<file path="src/rtl/mc_control_if.sv">
// Control/datapath bundle for the multicycle MIPS main control unit.
// master = control FSM, slave = datapath side.
interface mc_control_if;
  logic [5:0] i_opcode;
  logic       i_zero;
  logic       i_memReady;
  logic       o_pcWrite;
  logic       o_iorD;
  logic       o_memRead;
  logic       o_memWrite;
  logic       o_irWrite;
  logic       o_regDst;
  logic       o_memToReg;
  logic       o_regWrite;
  logic       o_aluSrcA;
  logic [1:0] o_aluSrcB;
  logic       o_immZext;
  logic [1:0] o_pcSrc;
  logic [5:0] o_aluOp;
  logic [3:0] o_state;
  logic       o_illegal;

  modport master (
    input  i_opcode, i_zero, i_memReady,
    output o_pcWrite, o_iorD, o_memRead,
    output o_memWrite, o_irWrite, o_regDst,
    output o_memToReg, o_regWrite, o_aluSrcA,
    output o_aluSrcB, o_immZext, o_pcSrc,
    output o_aluOp, o_state, o_illegal
  );

  modport slave (
    output i_opcode, i_zero, i_memReady,
    input  o_pcWrite, o_iorD, o_memRead,
    input  o_memWrite, o_irWrite, o_regDst,
    input  o_memToReg, o_regWrite, o_aluSrcA,
    input  o_aluSrcB, o_immZext, o_pcSrc,
    input  o_aluOp, o_state, o_illegal
  );
endinterface

</file>
<file path="src/rtl/mc_control_fsm.sv">
// Multicycle main control FSM: fetch/decode/execute/mem/writeback
// sequencing with memory-ready stalls and a sticky illegal-opcode trap.
module mc_control_fsm #(
  parameter bit MEM_WAIT_EN = 1'b1
) (
  input logic          i_clk,
  input logic          i_rst,
  mc_control_if.master bus
);

  typedef enum logic [3:0] {
    S_IDLE     = 4'd0,
    S_FETCH    = 4'd1,
    S_DECODE   = 4'd2,
    S_MEMADR   = 4'd3,
    S_MEMREAD  = 4'd4,
    S_MEMWB    = 4'd5,
    S_MEMWRITE = 4'd6,
    S_EXECUTE  = 4'd7,
    S_ALUWB    = 4'd8,
    S_BRANCH   = 4'd9,
    S_IMMEXEC  = 4'd10,
    S_IMMWB    = 4'd11,
    S_JUMP     = 4'd12,
    S_TRAP     = 4'd13
  } state_t;

  state_t state;
  state_t state_nx;

  logic [5:0] op;
  logic rdy;
  logic is_lw;
  logic is_sw;
  logic is_rtype;
  logic is_br;
  logic is_imm;
  logic is_j;
  logic is_zext;

  assign op  = bus.i_opcode;
  assign rdy = MEM_WAIT_EN ? bus.i_memReady : 1'b1;

  assign is_lw    = (op == 6'h23);
  assign is_sw    = (op == 6'h2B);
  assign is_rtype = (op == 6'h00);
  assign is_br    = (op == 6'h04) || (op == 6'h05);
  assign is_j     = (op == 6'h02);
  assign is_zext  = (op == 6'h0C) || (op == 6'h0D)
                 || (op == 6'h0E);
  assign is_imm   = is_zext || (op == 6'h08)
                 || (op == 6'h09) || (op == 6'h0F);

  always_ff @(posedge i_clk or posedge i_rst) begin
    if (i_rst) state <= S_IDLE;
    else       state <= state_nx;
  end

  always_comb begin
    state_nx = S_IDLE;
    case (state)
      S_IDLE:     state_nx = S_FETCH;
      S_FETCH:    state_nx = rdy ? S_DECODE : S_FETCH;
      S_DECODE: begin
        unique case (1'b1)
          is_lw, is_sw: state_nx = S_MEMADR;
          is_rtype:     state_nx = S_EXECUTE;
          is_br:        state_nx = S_BRANCH;
          is_imm:       state_nx = S_IMMEXEC;
          is_j:         state_nx = S_JUMP;
          default:      state_nx = S_TRAP;
        endcase
      end
      S_MEMADR:   state_nx = is_sw ? S_MEMWRITE : S_MEMREAD;
      S_MEMREAD:  state_nx = rdy ? S_MEMWB : S_MEMREAD;
      S_MEMWB:    state_nx = S_FETCH;
      S_MEMWRITE: state_nx = rdy ? S_FETCH : S_MEMWRITE;
      S_EXECUTE:  state_nx = S_ALUWB;
      S_ALUWB:    state_nx = S_FETCH;
      S_BRANCH:   state_nx = S_FETCH;
      S_IMMEXEC:  state_nx = S_IMMWB;
      S_IMMWB:    state_nx = S_FETCH;
      S_JUMP:     state_nx = S_FETCH;
      S_TRAP:     state_nx = S_TRAP;
      default:    state_nx = S_IDLE;
    endcase
  end

  always_comb begin
    bus.o_pcWrite  = 1'b0;
    bus.o_iorD     = 1'b0;
    bus.o_memRead  = 1'b0;
    bus.o_memWrite = 1'b0;
    bus.o_irWrite  = 1'b0;
    bus.o_regDst   = 1'b0;
    bus.o_memToReg = 1'b0;
    bus.o_regWrite = 1'b0;
    bus.o_aluSrcA  = 1'b0;
    bus.o_aluSrcB  = 2'b00;
    bus.o_immZext  = 1'b0;
    bus.o_pcSrc    = 2'b00;
    bus.o_aluOp    = 6'h00;
    bus.o_illegal  = 1'b0;
    case (state)
      S_FETCH: begin
        bus.o_memRead = 1'b1;
        bus.o_aluSrcB = 2'b01;
        bus.o_aluOp   = 6'h08;
        bus.o_irWrite = rdy;
        bus.o_pcWrite = rdy;
      end
      S_DECODE: begin
        bus.o_aluSrcB = 2'b11;
        bus.o_aluOp   = 6'h08;
      end
      S_MEMADR: begin
        bus.o_aluSrcA = 1'b1;
        bus.o_aluSrcB = 2'b10;
        bus.o_aluOp   = 6'h08;
      end
      S_MEMREAD: begin
        bus.o_memRead = 1'b1;
        bus.o_iorD    = 1'b1;
      end
      S_MEMWB: begin
        bus.o_memToReg = 1'b1;
        bus.o_regWrite = 1'b1;
      end
      S_MEMWRITE: begin
        bus.o_memWrite = 1'b1;
        bus.o_iorD     = 1'b1;
      end
      S_EXECUTE: begin
        bus.o_aluSrcA = 1'b1;
      end
      S_ALUWB: begin
        bus.o_regDst   = 1'b1;
        bus.o_regWrite = 1'b1;
      end
      S_BRANCH: begin
        // bne inverts the zero flag; beq uses it directly
        bus.o_aluSrcA = 1'b1;
        bus.o_aluOp   = op;
        bus.o_pcSrc   = 2'b01;
        bus.o_pcWrite = op[0] ? ~bus.i_zero : bus.i_zero;
      end
      S_IMMEXEC: begin
        bus.o_aluSrcA = 1'b1;
        bus.o_aluSrcB = 2'b10;
        bus.o_aluOp   = op;
        bus.o_immZext = is_zext;
      end
      S_IMMWB: begin
        bus.o_regWrite = 1'b1;
        bus.o_immZext  = is_zext;
      end
      S_JUMP: begin
        bus.o_pcSrc   = 2'b10;
        bus.o_pcWrite = 1'b1;
      end
      S_TRAP: begin
        bus.o_illegal = 1'b1;
      end
      default: ;
    endcase
  end

  assign bus.o_state = state;

endmodule

</file>
<file path="src/flat_wrapper.sv">
// flat-port wrapper written by rule: the top's interface ports become plain ports
module mc_control_fsm_flat 
#(
  parameter bit MEM_WAIT_EN = 1'b1
)
  (i_clk, i_rst, bus_i_opcode, bus_i_zero, bus_i_memReady, bus_o_pcWrite, bus_o_iorD, bus_o_memRead, bus_o_memWrite, bus_o_irWrite, bus_o_regDst, bus_o_memToReg, bus_o_regWrite, bus_o_aluSrcA, bus_o_aluSrcB, bus_o_immZext, bus_o_pcSrc, bus_o_aluOp, bus_o_state, bus_o_illegal);
  mc_control_if bus_i ();
  input logic i_clk;
  input logic i_rst;
  input wire logic [$bits(bus_i.i_opcode)-1:0] bus_i_opcode;
  input wire logic [$bits(bus_i.i_zero)-1:0] bus_i_zero;
  input wire logic [$bits(bus_i.i_memReady)-1:0] bus_i_memReady;
  output wire logic [$bits(bus_i.o_pcWrite)-1:0] bus_o_pcWrite;
  output wire logic [$bits(bus_i.o_iorD)-1:0] bus_o_iorD;
  output wire logic [$bits(bus_i.o_memRead)-1:0] bus_o_memRead;
  output wire logic [$bits(bus_i.o_memWrite)-1:0] bus_o_memWrite;
  output wire logic [$bits(bus_i.o_irWrite)-1:0] bus_o_irWrite;
  output wire logic [$bits(bus_i.o_regDst)-1:0] bus_o_regDst;
  output wire logic [$bits(bus_i.o_memToReg)-1:0] bus_o_memToReg;
  output wire logic [$bits(bus_i.o_regWrite)-1:0] bus_o_regWrite;
  output wire logic [$bits(bus_i.o_aluSrcA)-1:0] bus_o_aluSrcA;
  output wire logic [$bits(bus_i.o_aluSrcB)-1:0] bus_o_aluSrcB;
  output wire logic [$bits(bus_i.o_immZext)-1:0] bus_o_immZext;
  output wire logic [$bits(bus_i.o_pcSrc)-1:0] bus_o_pcSrc;
  output wire logic [$bits(bus_i.o_aluOp)-1:0] bus_o_aluOp;
  output wire logic [$bits(bus_i.o_state)-1:0] bus_o_state;
  output wire logic [$bits(bus_i.o_illegal)-1:0] bus_o_illegal;
  assign bus_i.i_opcode = bus_i_opcode;
  assign bus_i.i_zero = bus_i_zero;
  assign bus_i.i_memReady = bus_i_memReady;
  assign bus_o_pcWrite = bus_i.o_pcWrite;
  assign bus_o_iorD = bus_i.o_iorD;
  assign bus_o_memRead = bus_i.o_memRead;
  assign bus_o_memWrite = bus_i.o_memWrite;
  assign bus_o_irWrite = bus_i.o_irWrite;
  assign bus_o_regDst = bus_i.o_regDst;
  assign bus_o_memToReg = bus_i.o_memToReg;
  assign bus_o_regWrite = bus_i.o_regWrite;
  assign bus_o_aluSrcA = bus_i.o_aluSrcA;
  assign bus_o_aluSrcB = bus_i.o_aluSrcB;
  assign bus_o_immZext = bus_i.o_immZext;
  assign bus_o_pcSrc = bus_i.o_pcSrc;
  assign bus_o_aluOp = bus_i.o_aluOp;
  assign bus_o_state = bus_i.o_state;
  assign bus_o_illegal = bus_i.o_illegal;
  mc_control_fsm #(.MEM_WAIT_EN(MEM_WAIT_EN)) u_core (.i_clk(i_clk), .i_rst(i_rst), .bus(bus_i));
endmodule
</file>
<file path="config.mk">
export PLATFORM = sky130hd
export DESIGN_NAME = mc_control_fsm_flat
export DESIGN_NICKNAME = d
export VERILOG_FILES = /design/src/rtl/mc_control_if.sv /design/src/rtl/mc_control_fsm.sv /design/src/flat_wrapper.sv
export SDC_FILE = /design/constraint.sdc
export NUM_CORES = 1
export LEC_CHECK = 0
export CAP_MARGIN = 20
export CORE_AREA = 2 2 46 48
export CTS_BUF_LIST = sky130_fd_sc_hd__clkbuf_4 sky130_fd_sc_hd__clkbuf_8 sky130_fd_sc_hd__clkbuf_16
export DETAILED_ROUTE_END_ITERATION = 8
export DIE_AREA = 0 0 48 50
export PLACE_DENSITY = 0.78
export SETUP_SLACK_MARGIN = 0.2
export SLEW_MARGIN = 20
export SYNTH_ARGS = -nofsm -noshare
export SYNTH_HDL_FRONTEND = slang
export SYNTH_SLANG_ARGS = --single-unit
</file>
<file path="constraint.sdc">
create_clock -name i_clk -period 1.5 [get_ports i_clk]
set_input_delay 0.3 -clock i_clk [delete_from_list [all_inputs] [get_ports i_clk]]
set_output_delay 0.3 -clock i_clk [all_outputs]
set_load 0.05 [all_outputs]
</file>
==> metrics.md, run 1 <==
| Metric | Value |
|---|---|
| Post-Syn Nets | `102` |
| GP Congestion | `0.885` |
| Status | `stopped before the end` |
| Syn_area_per_cell | `6.60 µm²` |
| Cts repair resizes | `34` |
| Post-CTS Hold Fix Bufs | `0` |
| Exit stage | `clock tree synthesis (4_1_cts)` |
| Sequential-to-total area share from yosys stat | `16.5%` |
| Ys Warns | `0` |
| Post-CTS Setup Bufs | `5` |
| Floorplan row count | `16` |
| Syn Inst Count | `92` |
| Clock Sinks | `4` |
| Tool error | `[ERROR DPL-0038] Utilization greater than 100%, impossible to legalize` |
| Flop and latch count out of synthesis | `4` |
| Boundary pin count | `35` |
| CTS root buf | `clkbuf_4` |
| Die height | `50 µm` |
| I/O Buffers | `34` |
| Starting Density | `31.9%` |
| Mapped Area | `607 µm²` |
| Total CTS buffers | `3` |
| Clk buf depth | `2` |
| Worst slack, placed | `-0.494 ns` |
| Placed Instances | `188` |
| Die width | `48 µm` |
| Yosys cell types | `35` |
| H-tree depth | `1` |
| Hpwl dp | `2.63 mm` |
-- logic make-up after synthesis --
kind of cell / after synthesis / share of synthesized area (%)
flip-flops: 4 / 16.5
XOR/XNOR: 2 / 2.89
AND/OR/NAND/NOR: 55 / 47.6
buffers and inverters: 8 / 6.39
multiplexers: 2 / 3.71
AO/OA/AOI/OAI: 21 / 22.9
-- synthesized netlist by cell type --
cell type / n / share of area (%)
or4_1: 1 / 1.2
buf_2: 4 / 3.3
xor2_1: 1 / 1.4
o221ai_1: 1 / 1.4
buf_4: 1 / 1.2
xnor2_1: 1 / 1.4
a311oi_1: 1 / 1.4
dfrtp_1: 4 / 16
o21ai_1: 2 / 1.6
or4b_1: 1 / 1.6
or2b_4: 1 / 1.9
nor3_1: 7 / 5.8
o21ai_0: 1 / 0.82
o221a_1: 1 / 1.9
a211oi_1: 2 / 2.5
a21oi_1: 8 / 6.6
nor2_1: 17 / 11
and3_1: 1 / 1.0
nand3_1: 4 / 3.3
or3_1: 1 / 1.0
nor2b_1: 3 / 3.1
or2_2: 1 / 1.0
inv_1: 2 / 1.2
a2111oi_0: 1 / 1.4
nand3b_1: 2 / 2.5
and2_1: 5 / 5.2
nand2b_1: 5 / 5.2
o22ai_1: 1 / 1.0
mux2_1: 2 / 3.7
o21bai_1: 1 / 1.2
nand2_1: 5 / 3.1
o41ai_1: 1 / 1.4
or2b_1: 1 / 1.2
a211o_1: 1 / 1.4
clkbuf_1: 1 / 0.62
-- per-stage QoR --
step	area (µm²)	hold slack, ns	utilization [%]	setup TNS (ns)
floorplan	880	0.0661	-	-4.87
global placement	1740	0.493	91.7	-2.80
detailed placement	1740	0.492	91.7	-3.75
==> run 2: changes to the inputs <==
--- a/config.mk
+++ b/config.mk
@@ -6,12 +6,10 @@
 export NUM_CORES = 1
 export LEC_CHECK = 0
 export CAP_MARGIN = 20
-export CORE_AREA = 2 2 46 48
-export CTS_BUF_LIST = sky130_fd_sc_hd__clkbuf_4 sky130_fd_sc_hd__clkbuf_8 sky130_fd_sc_hd__clkbuf_16
+export CORE_AREA = 2 2 63 65
 export DETAILED_ROUTE_END_ITERATION = 8
-export DIE_AREA = 0 0 48 50
-export PLACE_DENSITY = 0.78
-export SETUP_SLACK_MARGIN = 0.2
+export DIE_AREA = 0 0 65 67
+export PLACE_DENSITY_LB_ADDON = 0.15
 export SLEW_MARGIN = 20
 export SYNTH_ARGS = -nofsm -noshare
 export SYNTH_HDL_FRONTEND = slang
==> constraint.sdc (replaced) <==
create_clock -name i_clk -period 2 [get_ports i_clk]
set_input_delay 0.4 -clock i_clk [delete_from_list [all_inputs] [get_ports i_clk]]
set_output_delay 0.4 -clock i_clk [all_outputs]
set_load 0.05 [all_outputs]
==> metrics.md, run 2 <==
| Metric | Value |
|---|---|
| Met1 Use GR | `13.5%` |
| Starting DRT DRC Count | `22` |
| Final #Nets | `150` |
| Unrepaired setup endpoints after global routing | `no` |
| Clock latency on the worst-skew pair | `0.21 ns` |
| Initial antenna violation count | `0` |
| Synth Flop Type | `dfrtp_1` |
| Worst path max stage delay | `0.42 ns` |
| DRC Markers | `0` |
| Die height | `67 µm` |
| Crit path required time | `1.60 ns` |
| Share of the synthesized area in the top cell type | `16.5%` |
| Initial DRT Pass Iterations | `4` |
| Power density cells | `1700 nW/µm²` |
| Buffer and inverter count on the worst path | `2` |
| Final Cell Area | `1480 µm²` |
| Synth area leader | `dfrtp_1` |
| F_max | `0.527 GHz` |
| Cell mode on critical path | `buf_12` |
| Starting Density | `16.8%` |
| Diodes inserted | `0` |
| Post-synth EDFFs | `0` |
| GR met3 Demand/Resource | `2.87%` |
| Core Box Area | `3610 µm²` |
| Startpoint class of the critical path | `register` |
| CP max stage cell | `dfrtp_2` |
| Ys Warns | `0` |
| Asr flop ratio synth | `100%` |
| Global-route wire length before repair | `3.91 mm` |
| H-tree depth | `1` |
| GR Util All Layers | `11.5%` |
| Pin count of the biggest net entering global routing | `17` |
| Top-count cell post-synth | `nor2_1` |
| Hpwl dp | `1.90 mm` |
| CP endpoint kind | `primary output` |
| Max Cap Viol | `0` |
| CTS root buf | `clkbuf_8` |
| Worst hold path type | `input port to asynchronous set/reset pin` |
| GP Congestion | `0.756` |
| Flop and latch count out of synthesis | `4` |
| Final Skew | `0.00169 ns` |
| Die area | `4360 µm²` |
| Final wirelength | `2.31 mm` |
| Clock slew at reported path FFs | `0.03 ns` |
| Final hold violations | `0` |
| Crit path DAT | `1.50 ns` |
| Top post-synthesis cells by count | `17 x nor2_1, 8 x a21oi_1, 7 x nor3_1` |
| Share of layout cells above drive strength 1 | `50.0%` |
| Sequential-to-total area share from yosys stat | `16.5%` |
| Clk buf depth | `2` |
| Worst slew pin tran | `0.333 ns` |
| Worst Hold Slack | `0.375 ns` |
| CTS tree | `yes` |
| Cell family with most CP delay | `flip-flops` |
| Status | `finished, final reports clean` |
| GRT Residual Overflow | `0` |
| Die width | `65 µm` |
| Post-Syn Nets | `102` |
| Worst vdd ir | `614 µV` |
| Max FFs per register | `4` |
| DR WL/cell | `12.4 µm` |
| Area Overhead vs Synth | `144%` |
| Leakage | `0.618 nW` |
| ANT nets after route | `0` |
| Final setup fails | `0` |
| Yosys cell types | `35` |
| Busiest grt layer | `met2` |
| Crit-path max FO | `16` |
| Vias in the first global route | `856` |
| I/O Buffers | `34` |
| Slew headroom | `77.5%` |
| TNS Setup | `0 ns` |
| Most frequent cells in the layout | `22 x buf_12, 17 x buf_4, 15 x nor2_1, 7 x a21oi_1` |
| Syn_area_per_cell | `6.60 µm²` |
| Met2 GRT Util | `20.2%` |
| Floorplan row count | `22` |
| Crit-path cells | `buf_12 -> nand3b_1 -> nor3_4 -> a211o_4 -> buf_12` |
| Largest cells by area after synthesis | `dfrtp_1 16%, nor2_1 11%, a21oi_1 6.6%` |
| Setup Crit Path Kind | `register to primary output` |
| DP Area | `1410 µm²` |
| Min Tclk post-route | `1.90 ns` |
| Boundary pin count | `35` |
| Mapped Area | `607 µm²` |
| Detailed-route via count | `846` |
| Clock Sinks | `4` |
| Via density | `4.55` |
| Total CTS buffers | `3` |
| Tcrit/Tclk final | `94.8%` |
| Syn Inst Count | `92` |
| Commonest non-fill, non-tap cell in the layout | `buf_12` |
| Slew Viols, Final | `0` |
| Core Util, Final | `41.0%` |
run 2: layer usage:
layer	routed length [µm]	vias up	part of all wire, %
met4	0	0	0
li1	-	422	-
met2	1180	26	51
met5	0	-	0
met3	165	0	7.1
met1	970	398	42
run 2: kinds of logic after synthesis:
family                    share of synthesized area (%)
buffers and inverters                              6.39
AOI/OAI and AO/OA                                  22.9
xor gates and xnor gates                           2.89
muxes                                              3.71
and+or+nand+nor                                    47.6
DFF                                                16.5
run 2: metrics by stage:
step                      setup slack [ns]  cells  total power [mW]
after CTS                          -0.0259    186              2.52
after global placement            -0.00257    183              2.33
final                                0.104    186              2.51
after detailed placement           -0.0410    183              2.34
after floorplan                     -0.115     92              1.40
after global routing               0.00642    186              2.65
run 2: cell type report:
type | instances | area [µm²]
fill | 368 | 2130
timing repair buffer | 49 | 678
multi-input combinational | 80 | 586
sequential | 4 | 105
tap | 48 | 60.1
clock buffer | 3 | 41.3
inverter | 2 | 7.51
run 2: what timing repair did:
action / 4_1_cts / 5_1_grt
hold buffers: 0 / 0
resized for setup: 2 / 7
buffers inserted: 0 / 0
pin swaps: 1 / 3
endpoints found under the setup margin: 8 / 9
run 2: path summary, 6_finish.rpt:
path	end	cells past startpoint	start	slack (ns)
min in group i_clk	u_core.bus.o_state[3]	3	bus_i_opcode[2]	0.65
worst min register to register	u_core.bus.o_state[2]	1	u_core.bus.o_state[3]	0.68
worst max register to register	u_core.bus.o_state[1]	5	u_core.bus.o_state[0]	0.45
max in group asynchronous	u_core.bus.o_state[2]	2	i_rst	1.46
worst min-delay path	u_core.bus.o_state[3]	2	i_rst	0.38
worst max-delay path	bus_o_pcWrite	5	u_core.bus.o_state[0]	0.10
run 2: where the power goes:
group          leakage [nW]  total [mW]  internal [mW]  switching, mW
logic                 0.551        2.15          0.966           1.18
clock network        0.0216       0.167          0.128         0.0393
registers            0.0453       0.199          0.123         0.0766
total                 0.618        2.51           1.22           1.30
Power figures use the tool's default switching activity.
==> run 3: changes to the inputs <==
--- a/config.mk
+++ b/config.mk
@@ -5,7 +5,6 @@
 export SDC_FILE = /design/constraint.sdc
 export NUM_CORES = 1
 export LEC_CHECK = 0
-export CAP_MARGIN = 20
 export CORE_AREA = 2 2 63 65
 export DETAILED_ROUTE_END_ITERATION = 8
 export DIE_AREA = 0 0 65 67
==> results of run 3 <==
Final layout, timing and power as in run 2 (identical DEF).
